--- config.mk ---
export PLATFORM = sky130hd
export DESIGN_NAME = lfsr_range_rand
export DESIGN_NICKNAME = d
export VERILOG_FILES = /design/src/rtl/rand_pkg.sv /design/src/rtl/lfsr_core.sv /design/src/rtl/lfsr_range_rand.sv
export SDC_FILE = /design/constraint.sdc
export NUM_CORES = 1
export LEC_CHECK = 0
export ABC_CLOCK_PERIOD_IN_PS = 5880
export BUFFER_PORTS_ARGS = -buffer_cell sky130_fd_sc_hd__buf_2
export CAP_MARGIN = 20
export CORE_MARGIN = 5
export CORE_UTILIZATION = 65
export CTS_BUF_LIST = sky130_fd_sc_hd__clkbuf_2
export CTS_CLUSTER_SIZE = 28
export DETAILED_ROUTE_END_ITERATION = 6
export GPL_TIMING_DRIVEN = 1
export PLACE_DENSITY = 0.85
export SLEW_MARGIN = 10
export SYNTH_ARGS = -nofsm -noshare
export SYNTH_HDL_FRONTEND = slang
export SYNTH_SLANG_ARGS = --single-unit
--- constraint.sdc ---
create_clock -name clk -period 5.88 [get_ports clk]
set_clock_uncertainty 0.1 [all_clocks]
set_input_delay 0.588 -clock clk [delete_from_list [all_inputs] [get_ports clk]]
set_output_delay 0.588 -clock clk [all_outputs]
set_load 0.05 [all_outputs]
--- src/rtl/rand_pkg.sv ---
// rand_pkg: shared FSM states, span helper and parameter legality checks for lfsr_range_rand.
package rand_pkg;

    typedef enum logic [1:0] {IDLE, WAIT, REDUCE, OUT} state_t;

    function automatic longint span_of(input longint mn, input longint mx);
        return mx - mn + 1;
    endfunction

    function automatic bit shifts_ok(input int s);
        return s >= 1;
    endfunction

    function automatic bit range_ok(input longint mn, input longint mx, input int w);
        return (mn >= 0) && (mn <= mx) && (mx < (longint'(1) << w));
    endfunction

endpackage

--- src/rtl/lfsr_core.sv ---
// lfsr_core: free-running Fibonacci LFSR with run-time seed load; a zero seed becomes all-ones.
module lfsr_core #(
    parameter int              WIDTH = 10,
    parameter logic [WIDTH-1:0] TAPS = 10'h240
) (
    input  logic             clk,
    input  logic             rst,
    input  logic             seed_load,
    input  logic [WIDTH-1:0] seed,
    output logic [WIDTH-1:0] state
);

    logic [WIDTH-1:0] r_lfsr;
    logic [WIDTH-1:0] w_nxt;

    always_comb w_nxt = seed_load ? ((seed == '0) ? '1 : seed) : {r_lfsr[WIDTH-2:0], ^(r_lfsr & TAPS)};

    always_ff @(posedge clk) begin
        if (rst) r_lfsr <= '1;
        else     r_lfsr <= w_nxt;
    end

    assign state = r_lfsr;

endmodule

--- src/rtl/lfsr_range_rand.sv ---
// lfsr_range_rand: LFSR random source delivering one value in [RANGE_MIN, RANGE_MAX] per request,
// reduced by repeated subtraction of the span instead of a divider.
module lfsr_range_rand
    import rand_pkg::*;
#(
    parameter int               WIDTH     = 10,
    parameter logic [WIDTH-1:0] TAPS      = 10'h240,
    parameter int               SHIFTS    = 10,
    parameter longint           RANGE_MIN = 0,
    parameter longint           RANGE_MAX = 540
) (
    input  logic             clk,
    input  logic             rst,
    input  logic             seed_load,
    input  logic [WIDTH-1:0] seed,
    input  logic             req,
    output logic             busy,
    output logic [WIDTH-1:0] rnd,
    output logic             rnd_valid,
    input  logic             rnd_ready
);

    localparam int             CW   = $clog2(SHIFTS + 1);
    localparam logic [WIDTH:0] SPAN = (WIDTH+1)'(span_of(RANGE_MIN, RANGE_MAX));

    if (!shifts_ok(SHIFTS)) begin : g_bad_shifts
        $error("lfsr_range_rand: SHIFTS must be >= 1");
    end
    if (!range_ok(RANGE_MIN, RANGE_MAX, WIDTH)) begin : g_bad_range
        $error("lfsr_range_rand: need 0 <= RANGE_MIN <= RANGE_MAX <= 2^WIDTH-1");
    end

    state_t           r_state, w_state;
    logic [CW-1:0]    r_cnt, w_cnt;
    logic [WIDTH:0]   r_acc, w_acc, w_opd;
    logic [WIDTH-1:0] r_rnd, w_rnd;
    logic             r_valid, w_valid;
    logic [WIDTH-1:0] w_lfsr;

    lfsr_core #(.WIDTH(WIDTH), .TAPS(TAPS)) u_core (
        .clk       (clk),
        .rst       (rst),
        .seed_load (seed_load),
        .seed      (seed),
        .state     (w_lfsr)
    );

    // First REDUCE cycle (cnt still nonzero) works on the value the LFSR took at the capture edge.
    assign w_opd = (r_cnt != '0) ? {1'b0, w_lfsr} : r_acc;

    always_comb begin
        w_state = r_state;
        w_cnt   = r_cnt;
        w_acc   = r_acc;
        w_rnd   = r_rnd;
        w_valid = r_valid;
        case (r_state)
            IDLE: if (req) begin
                w_state = WAIT;
                w_cnt   = CW'(1);
            end
            WAIT: if (r_cnt == CW'(SHIFTS)) w_state = REDUCE;
                  else                      w_cnt   = r_cnt + 1'b1;
            REDUCE: begin
                w_cnt = '0;
                if (w_opd >= SPAN) w_acc = w_opd - SPAN;
                else begin
                    w_acc   = w_opd;
                    w_rnd   = w_opd[WIDTH-1:0] + WIDTH'(RANGE_MIN);
                    w_valid = 1'b1;
                    w_state = OUT;
                end
            end
            OUT: if (rnd_ready) begin
                w_valid = 1'b0;
                w_state = IDLE;
            end
            default: w_state = IDLE;
        endcase
    end

    always_ff @(posedge clk) begin
        if (rst) begin
            r_state <= IDLE;
            r_cnt   <= '0;
            r_acc   <= '0;
            r_rnd   <= '0;
            r_valid <= 1'b0;
        end else begin
            r_state <= w_state;
            r_cnt   <= w_cnt;
            r_acc   <= w_acc;
            r_rnd   <= w_rnd;
            r_valid <= w_valid;
        end
    end

    assign busy      = (r_state != IDLE);
    assign rnd       = r_rnd;
    assign rnd_valid = r_valid;

endmodule
==> results summary <==
The flow ran to the end, and the final reports show no timing, DRC or antenna violations. The number of nets in the synthesized netlist is 294. The async set-reset flop share out of synthesis is 0%. The width of the die is 70.24 um. The global router's overall resource usage came out at 22.16%. For the worst setup path, the data required time is 6.10 ns. The number of nets with antenna violations after routing came out at 0. Across all register-to-register paths, the minimum setup slack is 2.88 ns. The combined area of all synthesized cells came out at 2359 um2. The power density over the cells is 477.0 nW/um2. The gate count after technology mapping came out at 269. After detailed routing, the average wire length per cell comes to 15.77 um.

The die area came out at 4933 um2. The per-cell via count in the routed design came out at 6.476. In this run the standard cell core region covers 3416 um2. The number of pins with negative max-slew slack in the final report is 0. For the finished layout, the period the worst path requires is 2.998 ns. The worst setup path is launched from a flip-flop. The number of rows created at floorplan is 21. The height of the chip came out at 70.24 um. The area growth from synthesis to layout is 6.207%.

The post-route clock period utilization came out at 50.98%. The count of buffers from port buffering came out at 26. The clock buffer count from CTS came out at 5. In the synthesized netlist the dominant register cell turns out to be sky130_fd_sc_hd__dfxtp_1. The largest buffer count on any clock path is 2.

The fraction of the yosys area taken by sequential cells came out at 32.25%. The maximum level of the CTS H-tree came out at 2. The maximum fanout along the worst path is 27.

The worst hold-check path type is input pin to flip-flop. By instance count, the cell type seen most on the critical path is sky130_fd_sc_hd__ha_1. Entering global routing, the biggest net connects 41 pins. After clock tree synthesis, the clock-pin slew on the worst setup and hold paths is 0.20 ns. The relative slew slack came out at 39.31%. The worst voltage drop across the vdd grid is 0.2153 mV. The critical setup path kind is flip-flop to flip-flop. TritonCTS built the clock tree.

The I/O pin count is 27. Routability-driven placement finished with a final weighted congestion of 0.9822. The cell sitting at the root of the clock tree is a sky130_fd_sc_hd__clkbuf_2. The mean cell area of the mapped netlist came out at 8.768 um2.

At the later pin of the worst-skew pair, clock insertion delay measures 0.42 ns. After clock tree synthesis, the repair step resized 0 gates. In this run the static leakage power is 0.9486 nW. The maximum frequency from static timing analysis came out at 0.3336 GHz. The total negative slack is 0 ns. The effective utilization at floorplan is 69.05%.

The count of different cell masters after synthesis came out at 62. The number of global-route vias before repair is 1994. For this block, the via count after detailed routing is 2163. Yosys printed 0 warnings. Detailed placement finished with a half-perimeter wire length of 3823 um.

The number of antenna violations at the first check in global routing came out at 0. The total buffers and inverters traversed by the critical path came out at 2. The first-pass GRT wire length came out at 8880 um.

The repair_antennas step left the layout with diodes totalling 0. Setup repair after global routing left no endpoint under its margin. Wires add up to 5267 um. For the pin with the worst max-slew slack, the measured transition is 0.9064 ns. The number of enable flip-flop cells after synthesis is 0. The detailed router finished its first iteration with 218 violations. Grouping stages by cell kind, the critical path spends the most delay in simple AND/OR/NAND/NOR gates.

The final-layout worst hold slack is 0.2823 ns. The proportion of layout cells with a drive suffix above 1 is 18.40%. The number of search-and-repair iterations in the first detailed-routing pass came out at 5. After global routing the overflow that remains totals 0.

The flip-flop and latch count after synthesis is 38. After clock tree synthesis, the flow added hold-fix buffers numbering 0. The number of sinks on the clock net is 38. The buffers inserted during post-CTS setup optimization came out at 0. Setup violations remaining at the end of the flow were counted as 0. Among all stages on the critical path, the largest delay is contributed by sky130_fd_sc_hd__or4_1. The count of final hold-check violations is 0.

The tool flagged a number of max-cap violations equal to 0. Traced cell by cell, the critical path runs through inv_1, ha_1, or3b_1, buf_4, mux2i_1, ha_1, or4_1, and2_1, and3_1, a311oi_1. STA classifies the critical path endpoint as a flip-flop. The post-layout total power is 0.001195 W. On the worst path, the slowest cell contributes a delay of 0.53 ns. The number of nets in the finished design is 313. For the worst setup path, the data arrival time is 3.22 ns. For this run, design rule violations remaining after detail routing come to 0.
## layer usage
layer	vias up	GRT usage [%]	wire length, um
met2	110	34.72	2307
met1	998	29.98	2351
met5	-	0	0
met3	8	4.161	549
met4	0	8.511	58
li1	1047	-	-
## layout make-up
cell class	count	area [um2]
timing repair buffer	27	137.6
fill	286	910.9
clock inverter	2	10.01
tap	46	57.56
clock buffer	5	25.02
multi-input combinational	206	1476
inverter	10	37.54
sequential	38	760.7
## report_power, final
part | total (W) | internal [W] | switching, W | leakage (nW)
Sequential | 0.000366 | 0.000313 | 0.0000528 | 0.310
Combinational | 0.000718 | 0.000243 | 0.000475 | 0.610
Clock | 0.000111 | 0.0000257 | 0.0000853 | 0.0286
## worst register-to-register path: cells and delay by family (launching register included)
family                   cells  cell delay, ns
multiplexers                 1            0.24
buffers and inverters        2            0.35
adder cells (fa/ha/maj)      2            0.44
AND/OR/NAND/NOR              4            1.23
flip-flops                   1            0.37
AO/OA/AOI/OAI                1            0.20
## cells in the final DEF (no fill, tap or decap), types with 2 or more instances in the layout
| cell | netlist | final |
|---|---|---|
| sky130_fd_sc_hd__clkbuf_2 | 0 | 5 |
| sky130_fd_sc_hd__o211ai_1 | 4 | 4 |
| sky130_fd_sc_hd__a211oi_2 | 6 | 6 |
| sky130_fd_sc_hd__a311oi_2 | 3 | 3 |
| sky130_fd_sc_hd__a211oi_1 | 3 | 3 |
| sky130_fd_sc_hd__a31oi_1 | 3 | 3 |
| sky130_fd_sc_hd__inv_1 | 10 | 10 |
| sky130_fd_sc_hd__or4_1 | 6 | 6 |
| sky130_fd_sc_hd__ha_1 | 10 | 10 |
| sky130_fd_sc_hd__nand2_1 | 25 | 25 |
| sky130_fd_sc_hd__o21a_1 | 2 | 2 |
| sky130_fd_sc_hd__nor2_1 | 17 | 17 |
| sky130_fd_sc_hd__nand2b_1 | 13 | 13 |
| sky130_fd_sc_hd__nand3_1 | 12 | 12 |
| sky130_fd_sc_hd__and3_1 | 2 | 2 |
| sky130_fd_sc_hd__o21ai_0 | 6 | 6 |
| sky130_fd_sc_hd__a21oi_1 | 14 | 14 |
| sky130_fd_sc_hd__and2_1 | 2 | 2 |
| sky130_fd_sc_hd__clkinv_2 | 0 | 2 |
| sky130_fd_sc_hd__nor2b_1 | 5 | 5 |
| sky130_fd_sc_hd__mux2i_1 | 10 | 10 |
| sky130_fd_sc_hd__o22ai_1 | 12 | 12 |
| sky130_fd_sc_hd__a32oi_1 | 3 | 3 |
| sky130_fd_sc_hd__nand3b_1 | 3 | 3 |
| sky130_fd_sc_hd__buf_2 | 1 | 26 |
| sky130_fd_sc_hd__dfxtp_1 | 38 | 38 |
| sky130_fd_sc_hd__a311oi_1 | 2 | 2 |
| sky130_fd_sc_hd__nand4_1 | 3 | 3 |
| sky130_fd_sc_hd__a211o_1 | 2 | 2 |
| sky130_fd_sc_hd__nor3_1 | 7 | 7 |
## cell usage after synthesis, drive strengths merged, types with 5 or more instances
cell type,number,share of area (%)
dfxtp,38,32
nand2,25,4.0
nor2,18,3.0
a21oi,14,3.0
nand2b,13,3.4
mux2i,12,5.8
nand3,12,2.5
o22ai,12,3.2
clkbuf,10,1.6
ha,10,5.3
inv,10,1.6
a211oi,9,4.1
nor3,7,1.5
o21ai,7,1.5
or4,7,2.4
a311oi,5,2.7
buf,5,2.0
nor2b,5,1.3
o211ai,5,2.2
## per-stage QoR
stage,area (um2),worst slack (ns),utilization (%),instances
3_3_place_gp,2470,2.991,72.31,327
2_1_floorplan,2359,3.029,-,269
5_1_grt,2505,2.637,73.33,334
3_5_place_dp,2470,2.900,72.31,327
6_report,2505,2.882,73.33,334
4_1_cts,2505,2.884,73.33,334
## flip-flops by register name (all words and copies together) (netlist names)
name	count
rnd_valid	1
r_cnt	4
r_acc	11
u_core.state	10
r_state	2
rnd	10
## final timing paths
path,from,to,depth (start not counted)
max reg2reg,r_cnt[0],r_acc[8],10
max,r_cnt[0],r_acc[8],10
min,seed[1],u_core.state[1],3
min reg2reg,rnd_valid,rnd_valid,2
## logic make-up after synthesis
logic type / after synthesis / share of synthesized area, %
simple gates: 107 / 25.41
compound gates: 73 / 24.24
flops: 38 / 32.25
buf+inv: 25 / 5.146
mux: 14 / 6.896
fa+ha+maj: 10 / 5.305
xor+xnor: 2 / 0.7428
No activity file was read; power rests on OpenSTA's default activity.
